**src/rtl/instr_fetch_unit.sv**
```systemverilog
// Instruction fetch unit: issues sequential ROM fetches into a small instruction
// queue, handles redirects (flush and restart) and halt requests.
module instr_fetch_unit #(
    parameter int unsigned DEPTH    = 4,
    parameter logic [15:0] RESET_PC = 16'h0000
) (
    input  logic        clk,
    input  logic        reset,
    output logic [15:0] rom_addr,
    input  logic [23:0] rom_data,
    input  logic        halt_req,
    input  logic        redirect,
    input  logic [15:0] redirect_pc,
    input  logic        inst_ready,
    output logic        inst_valid,
    output logic [23:0] inst,
    output logic [15:0] inst_pc,
    output logic        halted
);

    localparam int unsigned PtrW = (DEPTH > 1) ? $clog2(DEPTH) : 1;
    localparam int unsigned CntW = PtrW + 1;
    localparam logic [CntW:0] DepthOcc = (CntW + 1)'(DEPTH);

    typedef enum logic [1:0] {StIdle, StRun, StHalt} state_e;

    state_e            state_q, state_d;
    logic [15:0]       fetch_pc_q, fetch_pc_d;
    logic              inflight_q, inflight_d;
    logic [15:0]       inflight_pc_q, inflight_pc_d;
    logic [PtrW-1:0]   wr_ptr_q, wr_ptr_d;
    logic [PtrW-1:0]   rd_ptr_q, rd_ptr_d;
    logic [CntW-1:0]   count_q, count_d;
    logic [23:0]       mem_inst_q [DEPTH];
    logic [23:0]       mem_inst_d [DEPTH];
    logic [15:0]       mem_pc_q [DEPTH];
    logic [15:0]       mem_pc_d [DEPTH];

    logic        issue;
    logic        push;
    logic        pop;
    logic [CntW:0] occupancy;

    // Output decode; the head is hidden during a redirect because it is being flushed.
    always_comb begin
        rom_addr   = fetch_pc_q;
        inst_valid = (count_q != '0) && !redirect;
        inst       = inst_valid ? mem_inst_q[rd_ptr_q] : 24'h0;
        inst_pc    = inst_valid ? mem_pc_q[rd_ptr_q] : 16'h0;
        halted     = (state_q == StHalt) && (count_q == '0) && !inflight_q;
    end

    // FSM next state; redirect wins over halt_req.
    always_comb begin
        state_d = state_q;
        case (state_q)
            StIdle:  state_d = StRun;
            StRun:   if (halt_req && !redirect) state_d = StHalt;
            StHalt:  if (!halt_req || redirect) state_d = StRun;
            default: state_d = StIdle;
        endcase
    end

    // Fetch issue, queue push/pop and pointer/count bookkeeping.
    always_comb begin
        // Issue only if the returning word is guaranteed a free slot.
        occupancy = {1'b0, count_q} + {{CntW{1'b0}}, inflight_q};
        issue     = (state_q == StRun) && !halt_req && !redirect && (occupancy < DepthOcc);
        push      = inflight_q && !redirect;
        pop       = inst_valid && inst_ready;

        fetch_pc_d    = fetch_pc_q;
        inflight_d    = inflight_q;
        inflight_pc_d = inflight_pc_q;
        wr_ptr_d      = wr_ptr_q;
        rd_ptr_d      = rd_ptr_q;
        count_d       = count_q;
        mem_inst_d    = mem_inst_q;
        mem_pc_d      = mem_pc_q;

        if (redirect) begin
            fetch_pc_d = redirect_pc;
            inflight_d = 1'b0;
            wr_ptr_d   = '0;
            rd_ptr_d   = '0;
            count_d    = '0;
        end else begin
            if (push) begin
                mem_inst_d[wr_ptr_q] = rom_data;
                mem_pc_d[wr_ptr_q]   = inflight_pc_q;
                wr_ptr_d             = wr_ptr_q + PtrW'(1);
            end
            if (pop) begin
                rd_ptr_d = rd_ptr_q + PtrW'(1);
            end
            if (push && !pop) begin
                count_d = count_q + CntW'(1);
            end else if (pop && !push) begin
                count_d = count_q - CntW'(1);
            end
            // The in-flight slot clears on return unless refilled by a new issue.
            inflight_d = issue;
            if (issue) begin
                fetch_pc_d    = fetch_pc_q + 16'd1;
                inflight_pc_d = fetch_pc_q;
            end
        end
    end

    // Control registers with synchronous active-low reset.
    always_ff @(posedge clk) begin
        if (!reset) begin
            state_q       <= StIdle;
            fetch_pc_q    <= RESET_PC;
            inflight_q    <= 1'b0;
            inflight_pc_q <= 16'h0;
            wr_ptr_q      <= '0;
            rd_ptr_q      <= '0;
            count_q       <= '0;
        end else begin
            state_q       <= state_d;
            fetch_pc_q    <= fetch_pc_d;
            inflight_q    <= inflight_d;
            inflight_pc_q <= inflight_pc_d;
            wr_ptr_q      <= wr_ptr_d;
            rd_ptr_q      <= rd_ptr_d;
            count_q       <= count_d;
        end
    end

    // Queue storage; contents are qualified by count, so no reset is needed.
    always_ff @(posedge clk) begin
        mem_inst_q <= mem_inst_d;
        mem_pc_q   <= mem_pc_d;
    end

endmodule

```
**config.mk**
```make
export PLATFORM = sky130hd
export DESIGN_NAME = instr_fetch_unit
export DESIGN_NICKNAME = d
export VERILOG_FILES = /design/src/rtl/instr_fetch_unit.sv
export SDC_FILE = /design/constraint.sdc
export NUM_CORES = 1
export LEC_CHECK = 0
export ABC_AREA = 1
export CAP_MARGIN = 10
export CORE_MARGIN = 2
export CORE_UTILIZATION = 55
export DETAILED_ROUTE_END_ITERATION = 16
export DONT_BUFFER_PORTS = 1
export PLACE_DENSITY = 0.75
export SLEW_MARGIN = 10
export SYNTH_ARGS = -nofsm -noshare
export SYNTH_HDL_FRONTEND = slang
export SYNTH_SLANG_ARGS = --single-unit
```
**constraint.sdc**
```tcl
create_clock -name clk -period 4.4 [get_ports clk]
set_input_delay 1.32 -clock clk [delete_from_list [all_inputs] [get_ports clk]]
set_output_delay 1.32 -clock clk [all_outputs]
set_load 0.01 [all_outputs]
```
* After elaboration in Yosys (flattened, before gate mapping)
Index checks and enable logic that the tools add are counted.
** Word-level totals
- Bits in registers :: 202
- Bits in latches :: 0
- Bits in writable memories :: 0
- Bits in read-only memories :: 0
- Bits of input ports :: 45
- Output and inout bits :: 58
- Logic and storage cells :: 81
- Memories kept :: 0
** Operators by class
- Add/sub/neg operators :: 6
- Multiply operators :: 0
- Div/mod/pow operators :: 0
- Magnitude comparators :: 4
- Equal/unequal tests :: 4
- Shifts and indexed selects :: 0
- Mux-type cells :: 21
- Bitwise logic cells :: 4
- Reductions and logical operators :: 27
** Operators by type and width (count)
- $bwmux W96 :: 1
- $mux W16 :: 6
- $mux W24 :: 4
- $bwmux W64 :: 1
- $bmux W24 S2 :: 1
- $demux W24 S2 :: 1
- $bmux W16 S2 :: 1
- $demux W16 S2 :: 1
- $add A16 B1 Y16 const B :: 1
- $logic_and A1 B1 Y1 :: 12
- $ge A3 B3 Y1 const B :: 2
- $mux W3 :: 2
- $not A2 Y3 :: 2
- $pmux W2 S3 :: 1
- $reduce_and A2 Y1 :: 3
- $logic_not A1 Y1 :: 5
- $add A2 B1 Y2 const B :: 2
- $add A3 B1 Y4 :: 1
- $lt A4 B3 Y1 const B :: 1
- $mux W2 :: 2
- $reduce_bool A2 Y1 :: 2
- $add A3 B1 Y3 const B :: 1
- $logic_not A3 Y1 :: 1
- $lt A3 B1 Y1 const B :: 1
- other kinds (10) :: 11

* Longest topological paths before layout
Gate-level depths: netlist (run 1).
- Word-level depth :: 6
- Mapped depth :: 12
- Mapped depth without buffers :: 12

* Worst setup path before layout (run 1)
OpenSTA, ideal clock, no wires.
- Path kind :: input to register
- Start point :: input port redirect
- End point :: register mem_inst_q[0] (netlist name) (enable)
- Setup time :: 0.437 ns
- Data arrival time :: 3.443 ns
- Required time :: 3.963 ns
- Path slack :: 0.520 ns
- Stages on the path :: 4
- Buffers on the path :: 1
- Cell sequence :: buf_2 > nor2_1 > inv_1 > nor2_1
** Between the ends
- Cells in the longest elaborated chain, start to end :: 3
- Elaborated cells on any way between the ends :: 4
- Those cells by class :: bitwise: 1; reduce/logical: 3
** RTL lines
- from (decl) :: line 12 : input logic redirect,
- $logic_not A1 Y1 :: line 69 : push = inflight_q && !redirect;
- $logic_and A1 B1 Y1 :: line 69
- named net push :: line 40 : logic push;
- $reduce_and A2 Y1 (no line)
- to (signal assigned) :: line 133 : mem_inst_q <= mem_inst_d;
- to (decl) :: line 34 : logic [23:0] mem_inst_q [DEPTH];
The timed path passes the listed nets, and every way through them passes these cells.
A chain may end at the register's enable or synchronous reset.

* Worst setup path in the final report (run 1)
- Start point :: register rd_ptr_q[1]
- End point :: output port inst_pc[15]
** Between the ends
- Cells in the longest elaborated chain, start to end :: 5
** RTL lines
- from (decl) :: line 32 : logic [PtrW-1:0] rd_ptr_q, rd_ptr_d;
- from (signal assigned) :: line 126 : rd_ptr_q <= rd_ptr_d;
- $not A2 Y3 (implied by the code) :: line 49 : inst_pc = inst_valid ? mem_pc_q[rd_ptr_q] : 16'h0;
- $bmux W16 S2 :: line 49
- $mux W16 (implied by the code) (2 in a row) :: line 49
- $mux W16 :: line 49
- to (decl) :: line 17 : output logic [15:0] inst_pc,
Every way passes these cells. The select of a mux whose other input is x is not followed.

==> flow_summary_export.csv, run 1 <==
group,metric,value,unit
floorplan,die_h,127,um
status,status,"complete, no violations",
layout,fin_cells,983,
drt,vias,5555,
placed_design,dp_hpwl,10500,um
floorplan,dieArea,16200,sq um
clocking,tritoncts.num_buffers,20,
critical_path,worst-setup-path-type,"reg -> out",
yosys,ys_ff_latch,202,
placed_design,gp_congestion,0.828,
layout,drive_above_1_share,0.0893,
timing,setup_ws,736,ps
timing,period_needed,3660,ps
yosys,synthSimpleGateAreaFrac,0.153,
layout,diodes,0,
clocking,clockRootBuffer,"clkbuf_16",
drt,wl,17400,um
pwr,vdd_drop_max,0.215,mV
yosys,synth_top_family_by_area,"simple AND/OR/NAND/NOR gates",
critical_path,end_kind,"output pin",
placed_design,portBuffers,0,
layout,finish.utilization,0.611,
yosys,synth-async-reset-ratio,0,
yosys,synth.top_cell.area_share,0.576,
layout,nets,833,
grt,antenna_found_initial,0,
pwr,powerDensity,418,nW/um^2
placed_design,dpl-instance-area,8540,sq um
timing,fin_setup_tns,0,ps
timing,maxSlewHeadroom,0.368,
floorplan,dieWidth,127,um
floorplan,fp-row-count,45,
timing,max_freq,0.273,GHz
clocking,cts_sinks,202,
job,max-cap-violations,0,
floorplan,ios,103,
yosys,synthAdderAreaFrac,0.0114,
layout,final_cell_mix,"nor2_1 (195), edfxtp_1 (160), o21ai_0 (102), nand2_1 (74), a21oi_1 (62)",
critical_path,cp.arrival,2340,ps
timing,slew_violations,0,
yosys,synth-xor-area-share,0.00315,
timing,fin_crit_sh,0.833,
pwr,power,3.84,mW
drt,final_antenna_net_count,0,
drt,drc,0,
yosys,synth_ff_type,"edfxtp_1",
grt,track_usage,0.213,
layout,syn2layout_area_growth,10.2,%
placed_design,dp.cells,947,
timing,skew,10.3,ps
pwr,p_leak,3.21,nW
drt,avgRoutedWirePerCell,17.7,um
hold_path,worstHoldPathType,"reg -> reg",
yosys,syn_area,8340,sq um
critical_path,start_kind,"flop",
clocking,h-tree-depth,1,
yosys,syn_nets,835,
layout,final_common_cell,"nor2_1",
yosys,syn_inst,783,
grt,grt-ovfl-total,0,
yosys,syn_area_per_cell,10.7,sq um
clocking,cts_max_path_buffers,3,
yosys,synth_area_leaders,"edfxtp_1 (58%), dfxtp_1 (10%), nor2_1 (9.0%)",
timing,tightest_slew,948,ps
drt,drt_first_pass_iters,5,
clocking,clk-insertion-delay-late,480,ps
timing,setup_viol,0,
floorplan,start_util,0.555,
critical_path,cp_max_fo,25,
yosys,yosysSeqAreaShare,0.677,
grt,grt_max_degree,82,
yosys,synth_mux_area_frac,0,
timing,hold_viol_final,0,
clocking,cts_tree,"built",
grt,grt_pass1_wl,27400,um
yosys,synth-compound-area-share,0.115,
grt,grt_pass1_vias,5545,
yosys,ys_types,35,
placed_design,pre_cts_ws,914,ps
timing,fin_hold_ws,502,ps
clocking,clkTransAtPathRegs,60,ps
critical_path,required,3080,ps
layout,final_area,9190,sq um
yosys,synth_edf_count,160,
drt,viasPerCell,5.65,
floorplan,core_area,15000,sq um
clocking,cts_hold_repair.buffers,0,
yosys,yosysWarnings,0,
clocking,cts_setup_buffers,0,
yosys,synth_area_leader_cell,"edfxtp_1",
clocking,cts_resized,0,
drt,drt_iter0_drc,419,
timing,rsz0062_at_grt,"no",
[final timing paths]
path | from | to | slack, ps | cells after the start
max reg2reg | count_q[2] | count_q[2] | 1860 | 13
min reg2reg | inflight_pc_q[2] | mem_pc_q[50] | 500 | 0
max | rd_ptr_q[1] | inst_pc[15] | 740 | 6
min | inflight_pc_q[2] | mem_pc_q[50] | 500 | 0
[cell type report]
cell class | count | area [sq um]
repair buffers | 15 | 113
well taps | 188 | 235
clock buffers | 29 | 586
inverters | 42 | 158
fillers | 1199 | 5840
multi-input cells | 500 | 2390
flip-flops and latches | 202 | 5650
clock inverters | 7 | 63.8
[cells in the mapped netlist, types with 2 or more instances]
cell and n:
a21oi_1 62, inv_2 3, nor2_8 2, o21ai_0 102, dfxtp_1 42, buf_6 2
nor3_1 3, nor2_2 3, buf_2 10, clkbuf_1 19, nand2_1 74, nor2_4 2
clkbuf_2 3, o21ai_1 4, nand3_1 15, nand2_2 2, a211oi_2 4, buf_1 4
inv_1 38, edfxtp_1 160, ha_1 6, nor2_1 199, nand3_2 3, xor2_1 3
a31oi_1 3, o211ai_1 3, nand4_1 4
[power by group]
part           switching (mW)  internal (mW)  total [mW]
combinational          0.0599         0.0289      0.0888
sequential             0.0314           2.08        2.11
clock                   0.660          0.984        1.64
[logic make-up (layout without fill, tap and decap cells)]
kind of cell    after synthesis  count (layout)
compound gates              181             181
xor+xnor                      3               3
fa+ha+maj                     7               7
buf+inv                      81              93
flops                       202             202
simple gates                309             309
[state kept, by name (all words and copies together), names as in the netlist]
name / cells
state_q: 2
mem_inst_q: 96
inflight_pc_q: 16
inflight_q: 1
count_q: 3
rd_ptr_q: 2
wr_ptr_q: 2
mem_pc_q: 64
rom_addr: 16
[routing by layer]
layer / track usage / routed length (um)
met1: 0.269 / 6990
met2: 0.377 / 8700
met3: 0.0385 / 1320
met4: 0.0666 / 356
met5: 0 / 0
[worst max-delay path: stages (launching register included)]
cell	delay (ps)
dfxtp_2	320
clkinv_1	460
buf_4	450
nor2_1	130
o21ai_0	110
a21oi_1	220
buf_4	150
Power figures use the tool's default switching activity.
==> run 2: changes to the inputs <==
Clock period 4.4 ns to 3.4 ns, I/O delays scaled along.
==> run 2 against run 1 <==
Highest routed layer unchanged; largest power group unchanged; sequential cell count unchanged; critical endpoint is now inst_pc[10]; first-iteration DRC count increased by 12%; worst setup slack got worse by 540 ps; critical path type unchanged.
==> flow_summary_export.csv, run 2 (synthesized netlist as in run 1, its figures left out) <==
group,metric,value,unit
critical_path,cp_max_fo,23,
drt,drt_first_pass_iters,5,
timing,skew,12.0,ps
pwr,combPwrFrac,0.024,
clocking,cts_hold_repair.buffers,0,
pwr,p_seq_frac,0.553,
timing,rsz0062_at_grt,"no",
timing,tightest_slew,727,ps
pwr,power,4.94,mW
critical_path,endpoint,"inst_pc[10]",
floorplan,core_area,15000,sq um
pwr,switching_share,0.202,
layout,final_common_cell,"nor2_1",
drt,drt_iter0_drc,468,
pwr,clkPwrFrac,0.423,
timing,period_needed,3200,ps
clocking,clkTransAtPathRegs,60,ps
critical_path,required,2380,ps
pwr,p_int,3.94,mW
grt,grt-ovfl-total,0,
job,max-cap-violations,0,
critical_path,cp-startpoint,"rd_ptr_q[1]",
layout,diodes,0,
layout,largest_reg_flops,96,
critical_path,r2r_slack,1060,ps
critical_path,worst-setup-path-type,"reg -> out",
clocking,cts_max_path_buffers,3,
clocking,cts_resized,0,
layout,final_cell_mix,"nor2_1 (195), edfxtp_1 (160), o21ai_0 (102), nand2_1 (74), a21oi_1 (62)",
pwr,powerDensity,531,nW/um^2
timing,slew_violations,0,
placed_design,dp_hpwl,10900,um
timing,setup_viol,0,
clocking,clk-insertion-delay-late,490,ps
drt,wl,17800,um
drt,final_antenna_net_count,0,
pwr,switchingPower,1.00,mW
layout,regMostFlops,"mem_inst_q",
placed_design,pre_cts_ws,541,ps
status,status,"complete, no violations",
floorplan,fp-row-count,45,
hold_path,holdPathStages,0,
timing,maxSlewHeadroom,0.515,
drt,drc,0,
timing,fin_hold_ws,504,ps
critical_path,cp.arrival,2180,ps
pwr,vdd_drop_max,0.340,mV
layout,nets,848,
critical_path,regToRegEndpoint,"count_q[2]",
timing,setup_ws,197,ps
floorplan,die_h,127,um
hold_path,worstHoldPathType,"reg -> reg",
layout,top_regs,"mem_inst_q (96), mem_pc_q (64)",
clocking,h-tree-depth,1,
timing,max_freq,0.312,GHz
layout,syn2layout_area_growth,11.6,%
floorplan,start_util,0.555,
floorplan,dieArea,16200,sq um
drt,avgRoutedWirePerCell,17.9,um
critical_path,timing.rr.start,"count_q[2]",
pwr,p_leak,3.29,nW
floorplan,ios,103,
critical_path,reg2reg_depth,13,
timing,hold_viol_final,0,
grt,grt_pass1_vias,5477,
layout,drive_above_1_share,0.104,
critical_path,end_kind,"output pin",
layout,fillers,1145,
placed_design,portBuffers,0,
layout,final_area,9310,sq um
clocking,cts_tree,"built",
timing,fin_crit_sh,0.942,
drt,vias,5657,
floorplan,dieWidth,127,um
clocking,tritoncts.num_buffers,21,
clocking,clockRootBuffer,"clkbuf_16",
critical_path,start_kind,"flop",
grt,grt_max_degree,82,
drt,viasPerCell,5.67,
grt,track_usage,0.219,
clocking,cts_sinks,202,
clocking,cts_setup_buffers,0,
grt,grt_pass1_wl,27900,um
placed_design,dpl-instance-area,8680,sq um
grt,antenna_found_initial,0,
placed_design,gp_congestion,0.865,
-- run 2: how the worst min path moves through the flow --
stage                                 from            to
after detailed placement  inflight_pc_q[8]  mem_pc_q[56]
after global placement    inflight_pc_q[5]  mem_pc_q[21]
final                     inflight_pc_q[8]   mem_pc_q[8]
after CTS                 inflight_pc_q[8]   mem_pc_q[8]
after floorplan           inflight_pc_q[0]   mem_pc_q[0]
after global routing      inflight_pc_q[8]  mem_pc_q[56]
-- run 2: layout make-up --
type / count / area [sq um] / share of cell area
clock buffers: 26 / 544 / 0.0585
clock inverters: 11 / 78.8 / 0.00847
flip-flops and latches: 202 / 5650 / 0.607
repair buffers: 29 / 255 / 0.0274
inverters: 42 / 158 / 0.0169
well taps: 188 / 235 / 0.0253
multi-input cells: 500 / 2390 / 0.257
-- run 2: power groups by stage --
stage | Clock, mW | Sequential, mW | Combinational (mW)
2_1_floorplan | 0 | 2.77 | 0.100
5_1_grt | 2.22 | 2.74 | 0.135
3_3_place_gp | 0 | 2.78 | 0.113
6_report | 2.09 | 2.73 | 0.118
3_5_place_dp | 0 | 2.78 | 0.117
4_1_cts | 2.12 | 2.73 | 0.118
-- run 2: layer usage --
layer	global-route usage	part of all wire	wire length (um)
met5	0	0	0
met4	0.0763	0.022	396
met3	0.0461	0.067	1190
met2	0.372	0.49	8780
met1	0.282	0.42	7480
-- run 2: critical path, cell delays in order (launching register included) --
cell and delay (ps):
dfxtp_2 630, clkinv_1 160, buf_4 270, nor2_1 120, o21ai_0 130, a21oi_1 230, buf_4 150
-- run 2: through the flow --
step           std cells   util  setup TNS (ps)
6_report             998  0.619               0
5_1_grt              998  0.619               0
4_1_cts              998  0.619               0
3_5_place_dp         961  0.578               0
3_3_place_gp         961  0.578               0
2_1_floorplan        783      -          -28820
==> run 3: changes to the inputs <==
Settings changed: CORE_UTILIZATION 55 to 50, CTS_CLUSTER_DIAMETER set to 60, PLACE_DENSITY 0.75 to 0.7.
==> run 3 against run 2 <==
Utilization decreased by 4.6 points; fmax grew 2.3%; worst hold slack lost 14 ps; combinational power hardly changed; sequential cell count stayed put; largest cell class unchanged; critical path depth is the same; via count decreased by 0.14%; clock power up 3%; first-iteration DRC count shrank 26%; critical path type unchanged; total power grew 1.4%; count of clock-buffer cells in the layout increased by 1; cell area up 1.4%.
==> flow_summary_export.csv, run 3 (synthesized netlist as in run 1, its figures left out) <==
group,metric,value,unit
drt,avgRoutedWirePerCell,17.2,um
grt,track_usage,0.198,
floorplan,ios,103,
critical_path,slowest_stage,"buf_6",
pwr,vdd_drop_max,0.317,mV
pwr,p_leak,3.32,nW
grt,grt_pass1_vias,5409,
clocking,cts_max_path_buffers,3,
timing,slew_violations,0,
drt,met1_length,7250,um
grt,grt_pass1_wl,27600,um
layout,finish.utilization,0.573,
grt,antenna_found_initial,0,
hold_path,worstHoldPathType,"reg -> reg",
pwr,powerDensity,531,nW/um^2
critical_path,start_kind,"flop",
floorplan,start_util,0.507,
clocking,tritoncts.num_buffers,22,
clocking,cts_tree,"built",
critical_path,crit_top_cell,"nor2_1",
timing,tightest_slew,667,ps
clocking,clk-insertion-delay-late,500,ps
timing,maxSlewHeadroom,0.555,
layout,fillers,1358,
floorplan,dieArea,17700,sq um
layout,final_common_cell,"nor2_1",
timing,max_freq,0.320,GHz
floorplan,die_h,133,um
floorplan,core_area,16500,sq um
layout,final_cell_mix,"nor2_1 (195), edfxtp_1 (160), o21ai_0 (102), nand2_1 (73), a21oi_1 (62)",
critical_path,path_cells,"buf_6 > nor2_1 > nor2_1 > o21ai_0 > a21oi_1 > buf_4",
drt,drt_first_pass_iters,5,
status,status,"complete, no violations",
drt,viasPerCell,5.47,
job,max-cap-violations,0,
floorplan,dieWidth,133,um
layout,top_regs,"mem_inst_q (96), mem_pc_q (64)",
clocking,cts_setup_buffers,0,
layout,largest_reg_flops,96,
timing,setup_ws,271,ps
clocking,clkTransAtPathRegs,60,ps
floorplan,fp-row-count,47,
placed_design,portBuffers,0,
clocking,h-tree-depth,1,
timing,rsz0062_at_grt,"no",
layout,syn2layout_area_growth,13.1,%
critical_path,required,2380,ps
drt,drc,0,
timing,fin_setup_tns,0,ps
timing,hold_viol_final,0,
timing,setup_viol,0,
timing,skew,26.0,ps
critical_path,slowest_delay,490,ps
layout,diodes,0,
drt,wl,17700,um
layout,nets,850,
grt,grt_max_degree,82,
critical_path,end_kind,"output pin",
grt,grt-ovfl-total,0,
placed_design,dp_hpwl,10600,um
layout,drive_above_1_share,0.108,
timing,fin_crit_sh,0.920,
drt,vias,5649,
pwr,power,5.01,mW
drt,dr_wl_met2,8620,um
layout,regMostFlops,"mem_inst_q",
critical_path,worst-setup-path-type,"reg -> out",
clocking,cts_sinks,202,
clocking,cts_resized,0,
drt,final_antenna_net_count,0,
clocking,cts_hold_repair.buffers,0,
critical_path,cp_max_fo,81,
clocking,clockRootBuffer,"clkbuf_16",
timing,period_needed,3130,ps
placed_design,gp_congestion,0.883,
critical_path,cp.arrival,2110,ps
placed_design,pre_cts_ws,529,ps
drt,highest_layer,"met4",
drt,drt_iter0_drc,347,
drt,wl_met3,1530,um
run 3: power by group:
part / leakage (nW) / switching, mW / internal [mW]
combinational: 1.20 / 0.0800 / 0.0403
sequential: 1.80 / 0.0410 / 2.69
clock: 0.323 / 0.886 / 1.27
run 3: critical path: cells and delay by family (launching register included):
| family | cells | cell delay, ps |
|---|---|---|
| buffers and inverters | 2 | 670 |
| AOI/OAI and AO/OA | 2 | 350 |
| and+or+nand+nor | 2 | 200 |
| DFF | 1 | 340 |
run 3: per-stage QoR:
stage | cells | hold slack, ps | area, sq um
after detailed placement | 994 | 489 | 8770
after global placement | 994 | 468 | 8770
after global routing | 1032 | 511 | 9440
final | 1032 | 490 | 9440
after floorplan | 783 | 455 | 8340
after CTS | 1032 | 480 | 9440
run 3: area by class of cell:
class,instances,area (sq um),area share
sequential,202,5650,0.598
tap,220,275,0.0292
inverter,42,158,0.0167
clock inverter,11,93.8,0.00994
multi-input combinational,500,2390,0.253
timing repair buffer,30,304,0.0322
clock buffer,27,569,0.0603
run 3: worst paths after layout:
kind                            depth (start not counted)           end  slack, ps              start
worst max-delay path                                    6    inst_pc[8]        270        rd_ptr_q[0]
worst min-delay path                                    0  mem_pc_q[46]        490  inflight_pc_q[14]
worst max register to register                         13    count_q[2]       1050         count_q[2]
worst min register to register                          0  mem_pc_q[46]        490  inflight_pc_q[14]
run 3: layer usage:
layer  GRT usage  vias up
met5           0        -
met4      0.0573        0
met3      0.0533       27
met2       0.341      210
met1       0.246     2695
li1            -     2717
